--- config.mk ---
export PLATFORM = sky130hd
export DESIGN_NAME = fifo_serial_tx_flat
export DESIGN_NICKNAME = d
export VERILOG_FILES = /design/src/rtl/fifo_serial_tx_pkg.sv /design/src/rtl/fifo_serial_tx_if.sv /design/src/rtl/fifo_serial_tx_baud_tick.sv /design/src/rtl/fifo_serial_tx.sv /design/src/flat_wrapper.sv
export SDC_FILE = /design/constraint.sdc
export NUM_CORES = 1
export LEC_CHECK = 0
export CELL_PAD_IN_SITES_DETAIL_PLACEMENT = 2
export CELL_PAD_IN_SITES_GLOBAL_PLACEMENT = 2
export CORE_MARGIN = 1.5
export CORE_UTILIZATION = 29
export DETAILED_ROUTE_END_ITERATION = 10
export PLACE_DENSITY_LB_ADDON = 0.1
export SLEW_MARGIN = 20
export SYNTH_ARGS = -nofsm -noshare
export SYNTH_HDL_FRONTEND = slang
export SYNTH_SLANG_ARGS = --single-unit
--- constraint.sdc ---
create_clock -name clk_d -period 1.7 [get_ports clk_d]
set_input_delay 0.51 -clock clk_d [delete_from_list [all_inputs] [get_ports clk_d]]
set_output_delay 0.51 -clock clk_d [all_outputs]
set_load 0.01 [all_outputs]
--- src/rtl/fifo_serial_tx_pkg.sv ---
// Shared definitions for the FIFO serial transmitter: widths, frame constants, FSM encoding.
package fifo_serial_tx_pkg;

  localparam int unsigned DATA_W     = 4;
  localparam int unsigned START_BITS = 1;
  localparam int unsigned STOP_BITS  = 1;
  localparam int unsigned BAUD_W     = 8;
  localparam int unsigned BIT_CNT_W  = 2;
  localparam int unsigned FRAMES_W   = 8;

  typedef enum logic [2:0] {
    ST_IDLE   = 3'd0,
    ST_REQ    = 3'd1,
    ST_LOAD   = 3'd2,
    ST_START  = 3'd3,
    ST_DATA   = 3'd4,
    ST_PARITY = 3'd5,
    ST_STOP   = 3'd6
  } state_t;

  // Number of serial bit slots in one frame.
  function automatic int unsigned frame_bits(input bit parity_en);
    return START_BITS + DATA_W + 32'(parity_en) + STOP_BITS;
  endfunction

endpackage

--- src/rtl/fifo_serial_tx_if.sv ---
// FIFO read port plus serial-line status bundle seen by the transmitter.
interface fifo_serial_tx_if;
  import fifo_serial_tx_pkg::*;

  logic                tx_en;
  logic                empty;
  logic [DATA_W-1:0]   d_out;
  logic                rd_req;
  logic                tx;
  logic                busy;
  logic                frame_done;
  logic [FRAMES_W-1:0] frames_sent;

  // Transmitter side.
  modport master (
    input  tx_en, empty, d_out,
    output rd_req, tx, busy, frame_done, frames_sent
  );

  // FIFO / board side.
  modport slave (
    output tx_en, empty, d_out,
    input  rd_req, tx, busy, frame_done, frames_sent
  );

endinterface

--- src/rtl/fifo_serial_tx_baud_tick.sv ---
// Bit-period timer: down-counter that reloads at terminal count or on clear.
module fifo_serial_tx_baud_tick
  import fifo_serial_tx_pkg::*;
#(
  parameter int unsigned CLKS_PER_BIT = 16
) (
  input  logic clk_d,
  input  logic rst,
  input  logic clr,
  output logic tick,
  output logic tick_nxt_c
);

  localparam logic [BAUD_W-1:0] LOAD_VAL = BAUD_W'(CLKS_PER_BIT - 1);

  logic [BAUD_W-1:0] cnt;
  logic [BAUD_W-1:0] cnt_nxt;

  // Next count: restart the period on clear or after the terminal cycle.
  always_comb begin
    cnt_nxt = cnt;
    if (clr || (cnt == '0)) begin
      cnt_nxt = LOAD_VAL;
    end else begin
      cnt_nxt = cnt - BAUD_W'(1);
    end
    tick_nxt_c = (cnt_nxt == '0);
  end

  // Count register and registered terminal-count flag.
  always_ff @(posedge clk_d) begin
    if (rst) begin
      cnt  <= LOAD_VAL;
      tick <= 1'b0;
    end else begin
      cnt  <= cnt_nxt;
      tick <= tick_nxt_c;
    end
  end

endmodule

--- src/rtl/fifo_serial_tx.sv ---
// Pops words from the FIFO and sends each as start/data/parity/stop on tx.
module fifo_serial_tx
  import fifo_serial_tx_pkg::*;
#(
  parameter int unsigned CLKS_PER_BIT = 16,
  parameter bit          PARITY_EN    = 1'b1
) (
  input logic              clk_d,
  input logic              rst,
  fifo_serial_tx_if.master bus
);

  localparam logic [BIT_CNT_W-1:0] LAST_BIT = BIT_CNT_W'(DATA_W - 1);

  state_t                state;
  state_t                state_nxt;
  logic [DATA_W-1:0]     shift;
  logic [DATA_W-1:0]     shift_nxt;
  logic                  parity;
  logic [BIT_CNT_W-1:0]  bit_cnt;
  logic [FRAMES_W-1:0]   frames_sent;
  logic                  baud_clr;
  logic                  tick;
  logic                  tick_nxt_c;
  logic                  rd_req_d;
  logic                  tx_d;
  logic                  busy_d;
  logic                  frame_done_d;

  // Every state change restarts the bit-period timer.
  assign baud_clr = (state_nxt != state);

  fifo_serial_tx_baud_tick #(
    .CLKS_PER_BIT (CLKS_PER_BIT)
  ) u_baud (
    .clk_d      (clk_d),
    .rst        (rst),
    .clr        (baud_clr),
    .tick       (tick),
    .tick_nxt_c (tick_nxt_c)
  );

  // State register.
  always_ff @(posedge clk_d) begin
    if (rst) begin
      state <= ST_IDLE;
    end else begin
      state <= state_nxt;
    end
  end

  // Next-state logic; enable and empty only matter when idle.
  always_comb begin
    state_nxt = state;
    case (state)
      ST_IDLE: begin
        if (bus.tx_en && !bus.empty) state_nxt = ST_REQ;
      end
      ST_REQ:  state_nxt = ST_LOAD;
      ST_LOAD: state_nxt = ST_START;
      ST_START: begin
        if (tick) state_nxt = ST_DATA;
      end
      ST_DATA: begin
        if (tick && (bit_cnt == LAST_BIT)) begin
          state_nxt = PARITY_EN ? ST_PARITY : ST_STOP;
        end
      end
      ST_PARITY: begin
        if (tick) state_nxt = ST_STOP;
      end
      ST_STOP: begin
        if (tick) state_nxt = ST_IDLE;
      end
      default: state_nxt = ST_IDLE;
    endcase
  end

  // Shift register next value: load in LOAD, shift right at each data bit end.
  always_comb begin
    shift_nxt = shift;
    if (state == ST_LOAD) begin
      shift_nxt = bus.d_out;
    end else if ((state == ST_DATA) && tick) begin
      shift_nxt = {1'b0, shift[DATA_W-1:1]};
    end
  end

  // Output decode from the upcoming state so the registered outputs line up with it.
  always_comb begin
    rd_req_d     = 1'b0;
    tx_d         = 1'b1;
    busy_d       = (state_nxt != ST_IDLE);
    frame_done_d = 1'b0;
    case (state_nxt)
      ST_REQ:    rd_req_d     = 1'b1;
      ST_START:  tx_d         = 1'b0;
      ST_DATA:   tx_d         = shift_nxt[0];
      ST_PARITY: tx_d         = parity;
      ST_STOP:   frame_done_d = tick_nxt_c;
      default:   tx_d         = 1'b1;
    endcase
  end

  // Datapath: shift register, parity, data bit index and frame counter.
  always_ff @(posedge clk_d) begin
    if (rst) begin
      shift       <= '0;
      parity      <= 1'b0;
      bit_cnt     <= '0;
      frames_sent <= '0;
    end else begin
      shift <= shift_nxt;
      if (state == ST_LOAD) begin
        parity <= ^bus.d_out;
      end
      if (state != ST_DATA) begin
        bit_cnt <= '0;
      end else if (tick) begin
        bit_cnt <= bit_cnt + BIT_CNT_W'(1);
      end
      if ((state == ST_STOP) && tick) begin
        frames_sent <= frames_sent + FRAMES_W'(1);
      end
    end
  end

  // Registered outputs.
  always_ff @(posedge clk_d) begin
    if (rst) begin
      bus.rd_req     <= 1'b0;
      bus.tx         <= 1'b1;
      bus.busy       <= 1'b0;
      bus.frame_done <= 1'b0;
    end else begin
      bus.rd_req     <= rd_req_d;
      bus.tx         <= tx_d;
      bus.busy       <= busy_d;
      bus.frame_done <= frame_done_d;
    end
  end

  assign bus.frames_sent = frames_sent;

endmodule

--- src/flat_wrapper.sv ---
// flat-port wrapper written by rule: the top's interface ports become plain ports
module fifo_serial_tx_flat import fifo_serial_tx_pkg::*;
#(
  parameter int unsigned CLKS_PER_BIT = 16,
  parameter bit          PARITY_EN    = 1'b1
)
  (clk_d, rst, bus_tx_en, bus_empty, bus_d_out, bus_rd_req, bus_tx, bus_busy, bus_frame_done, bus_frames_sent);
  fifo_serial_tx_if bus_i ();
  input logic clk_d;
  input logic rst;
  input wire logic [$bits(bus_i.tx_en)-1:0] bus_tx_en;
  input wire logic [$bits(bus_i.empty)-1:0] bus_empty;
  input wire logic [$bits(bus_i.d_out)-1:0] bus_d_out;
  output wire logic [$bits(bus_i.rd_req)-1:0] bus_rd_req;
  output wire logic [$bits(bus_i.tx)-1:0] bus_tx;
  output wire logic [$bits(bus_i.busy)-1:0] bus_busy;
  output wire logic [$bits(bus_i.frame_done)-1:0] bus_frame_done;
  output wire logic [$bits(bus_i.frames_sent)-1:0] bus_frames_sent;
  assign bus_i.tx_en = bus_tx_en;
  assign bus_i.empty = bus_empty;
  assign bus_i.d_out = bus_d_out;
  assign bus_rd_req = bus_i.rd_req;
  assign bus_tx = bus_i.tx;
  assign bus_busy = bus_i.busy;
  assign bus_frame_done = bus_i.frame_done;
  assign bus_frames_sent = bus_i.frames_sent;
  fifo_serial_tx #(.CLKS_PER_BIT(CLKS_PER_BIT), .PARITY_EN(PARITY_EN)) u_core (.clk_d(clk_d), .rst(rst), .bus(bus_i));
endmodule
==> metrics.yaml <==
status: "complete, but fails checks"
violations: "setup timing"
rrSetupSlack_ns: -0.18
via_per_inst: 4.96
leakagePower_nw: 0.847
grt_pass1_wl_um: 7310
setup.worst_path.class: "flop to flop"
synth.area.mux_share_pct: 2.74
numCtsBuffers: 5
core-area_mm2: 0.00507
synth_most_common_cell: "dfxtp_1"
cts_buffer_depth: 2
preCtsSetupSlack_ns: -0.287
cp-start-kind: "flop"
ff_latch_area_um2: 626
min_path_cells: 1
arrival_ns: 2.04
clockRootBuffer: "clkbuf_8"
finalHoldViolCount: 0
fin_setup_tns_ns: -1.44
yosysUniqueCellTypes: 44
fillCellCount: 587
rows: 26
drt_iter0_drc: 28
synth_area_leader_cell: "dfxtp_1"
synth_top_area_share_pct: 41.2
slew_violations: 0
drt.antenna.violating_nets: 0
rsz0062_at_grt: "yes"
drive_above_1_share_pct: 27.4
portBuffers: 19
ys_seq_area_share_pct: 41.2
drc_errors: 0
place_inst: 275
synth_edf_count: 0
min_period_over_period_pct: 110
hold_path_class: "flop to flop"
finalSetupViolations: 10
io-pin-count: 20
synth_warnings: 0
syn_area_mm2: 0.00151
final_util_pct: 42.5
async_flop_share_pct: 0
hold_buffers: 0
worstMarginPinSlew_ns: 0.450
wl_per_cell_um: 15.7
fin_area_mm2: 0.00216
multi_input_area_um2: 902
vdd_ir_drop_max_uv: 443
p_per_area_mw_per_mm2: 785
grt_max_degree: 19
max_freq_mhz: 533
clock-sinks: 31
gr-usage-all-layers_pct: 17.5
end_kind: "flop"
synthFlopType: "dfxtp_1"
synth-simple-area-share_pct: 27.7
slew_headroom_pct: 69.8
syn_to_final_growth_pct: 43.2
worstPathRequired_ns: 1.87
h-tree-depth: 2
vias: 1434
clk_pin_slew_worst_paths_ns: 0.06
r2r_start: "u_core.u_baud.cnt[5]$_SDFF_PP0_"
die_w_um: 75.1
drv_cap: 0
insertion_delay_ns: 0.28
setup_slack_ns: -0.177
syn_nets: 185
synth_common_cells: "31 x dfxtp_1, 18 x nor2_1, 11 x clkbuf_1, 11 x nand2_1, 11 x xnor2_1"
fin_skew_ns: 0.00641
die_height_um: 75.1
gp_congestion: 0.836
dp_hpwl_um: 3270
fin_cells: 289
synth_seq_cells: 31
syn_inst: 173
critPathMaxFanout: 4
holdWs_ns: 0.426
timing.rr.end: "u_core.u_baud.cnt[5]$_SDFF_PP0_"
synth_compound_area_share_pct: 12.0
postPlaceCellArea_mm2: 0.00193
synthTopCellsByArea: "dfxtp_1 41%, xnor2_1 6.4%, nor2_1 4.5%"
drt-total-wl_um: 4550
cts_tree: "yes"
dr.pass1.iters: 4
period_minus_slack_ns: 1.88
antenna_found_initial: 0
postSynthAreaPerCell_um2: 8.72
reg2reg_depth: 5
synth_xor_area_share_pct: 9.29
power_mw: 1.69
design.die.area_mm2: 0.00564
grt_pass1_vias: 1511
diodes: 0
gr-total-overflow: 0
synthAdderAreaFrac_pct: 3.32
nets: 230
min_to: "u_core.u_baud.cnt[0]$_SDFF_PP1_"
min_from: "u_core.u_baud.cnt[0]$_SDFF_PP1_"
synth_top_family_by_area: "simple AND/OR/NAND/NOR gates"
initial_core_util_pct: 29.7
==> where the power goes <==
group | total, mW | internal [mW] | leakage (nW) | switching [mW]
logic | 0.281 | 0.147 | 0.542 | 0.134
clock network | 0.640 | 0.369 | 0.0515 | 0.271
registers | 0.772 | 0.754 | 0.253 | 0.0180
==> cell families after synthesis <==
group | after synthesis
and+or+nand+nor | 75
DFF | 31
AOI/OAI and AO/OA | 28
xor gates and xnor gates | 16
buffers and inverters | 15
muxes | 4
adders and majority gates | 4
==> placed cells by master, fill, tap and decap left out, types with 4 or more instances in the layout <==
cell type / synthesis / routed
buf_6: 0 / 4
nor2_1: 18 / 18
a211oi_1: 4 / 4
dfxtp_2: 0 / 4
clkbuf_8: 0 / 7
xnor2_1: 11 / 11
a21oi_1: 7 / 7
or3_1: 4 / 4
nor3_1: 5 / 4
and3_1: 4 / 4
clkdlybuf4s50_1: 0 / 11
dlygate4sd2_1: 0 / 7
nand2_1: 11 / 11
nand4_1: 4 / 4
dfxtp_1: 31 / 27
o21ai_0: 5 / 5
buf_4: 0 / 27
xor2_1: 5 / 5
ha_1: 4 / 4
==> flip-flops by register name, summed over array words and instances (netlist names) <==
| signal | cells |
|---|---|
| u_core.bus.frames_sent | 8 |
| u_core.bus.frame_done | 1 |
| u_core.bus.busy | 1 |
| u_core.u_baud.tick | 1 |
| u_core.bus.rd_req | 1 |
| u_core.u_baud.cnt | 8 |
| u_core.state | 3 |
| u_core.bit_cnt | 2 |
| u_core.shift | 4 |
| u_core.parity | 1 |
| u_core.bus.tx | 1 |
==> cell type report <==
cell class,count,share of cell area (%)
clock buffer,8,4.64
inverter,3,0.522
multi-input combinational,127,41.8
sequential,31,29.0
tap,70,4.06
timing repair buffer,50,20.0
==> what timing repair did <==
action	4_1_cts	5_1_grt
setup endpoints to repair	17	13
resized for setup	21	8
setup buffers	4	2
pin swaps	4	2
==> worst max path at each step <==
stage,startpoint,to,slack [ns],cells after the start
after floorplan,u_core.u_baud.cnt[5]$_SDFF_PP0_,u_core.u_baud.cnt[6]$_SDFF_PP0_,-0.09,4
after global routing,u_core.u_baud.cnt[5]$_SDFF_PP0_,u_core.u_baud.cnt[6]$_SDFF_PP0_,-0.22,6
after global placement,bus_tx_en,u_core.bus.frame_done$_SDFF_PP0_,-0.25,5
final,u_core.u_baud.cnt[5]$_SDFF_PP0_,u_core.u_baud.cnt[5]$_SDFF_PP0_,-0.18,5
after detailed placement,u_core.u_baud.cnt[0]$_SDFF_PP1_,u_core.bus.frame_done$_SDFF_PP0_,-0.29,6
after CTS,u_core.u_baud.cnt[5]$_SDFF_PP0_,u_core.u_baud.cnt[5]$_SDFF_PP0_,-0.17,5
==> worst max-delay path, stage by stage (launching register included) <==
cell and delay (ns):
dfxtp_2 0.32, or4_4 0.54, or4b_4 0.50, nand4_1 0.19, buf_4 0.16, nor3_1 0.04
==> routing by layer <==
metal  routed length [µm]  GRT usage, %
met1                 1980          20.6
met2                 2410          30.9
met3                  100          4.82
met4                   55          5.45
met5                    0             0
(Power assumes the default switching activity.)
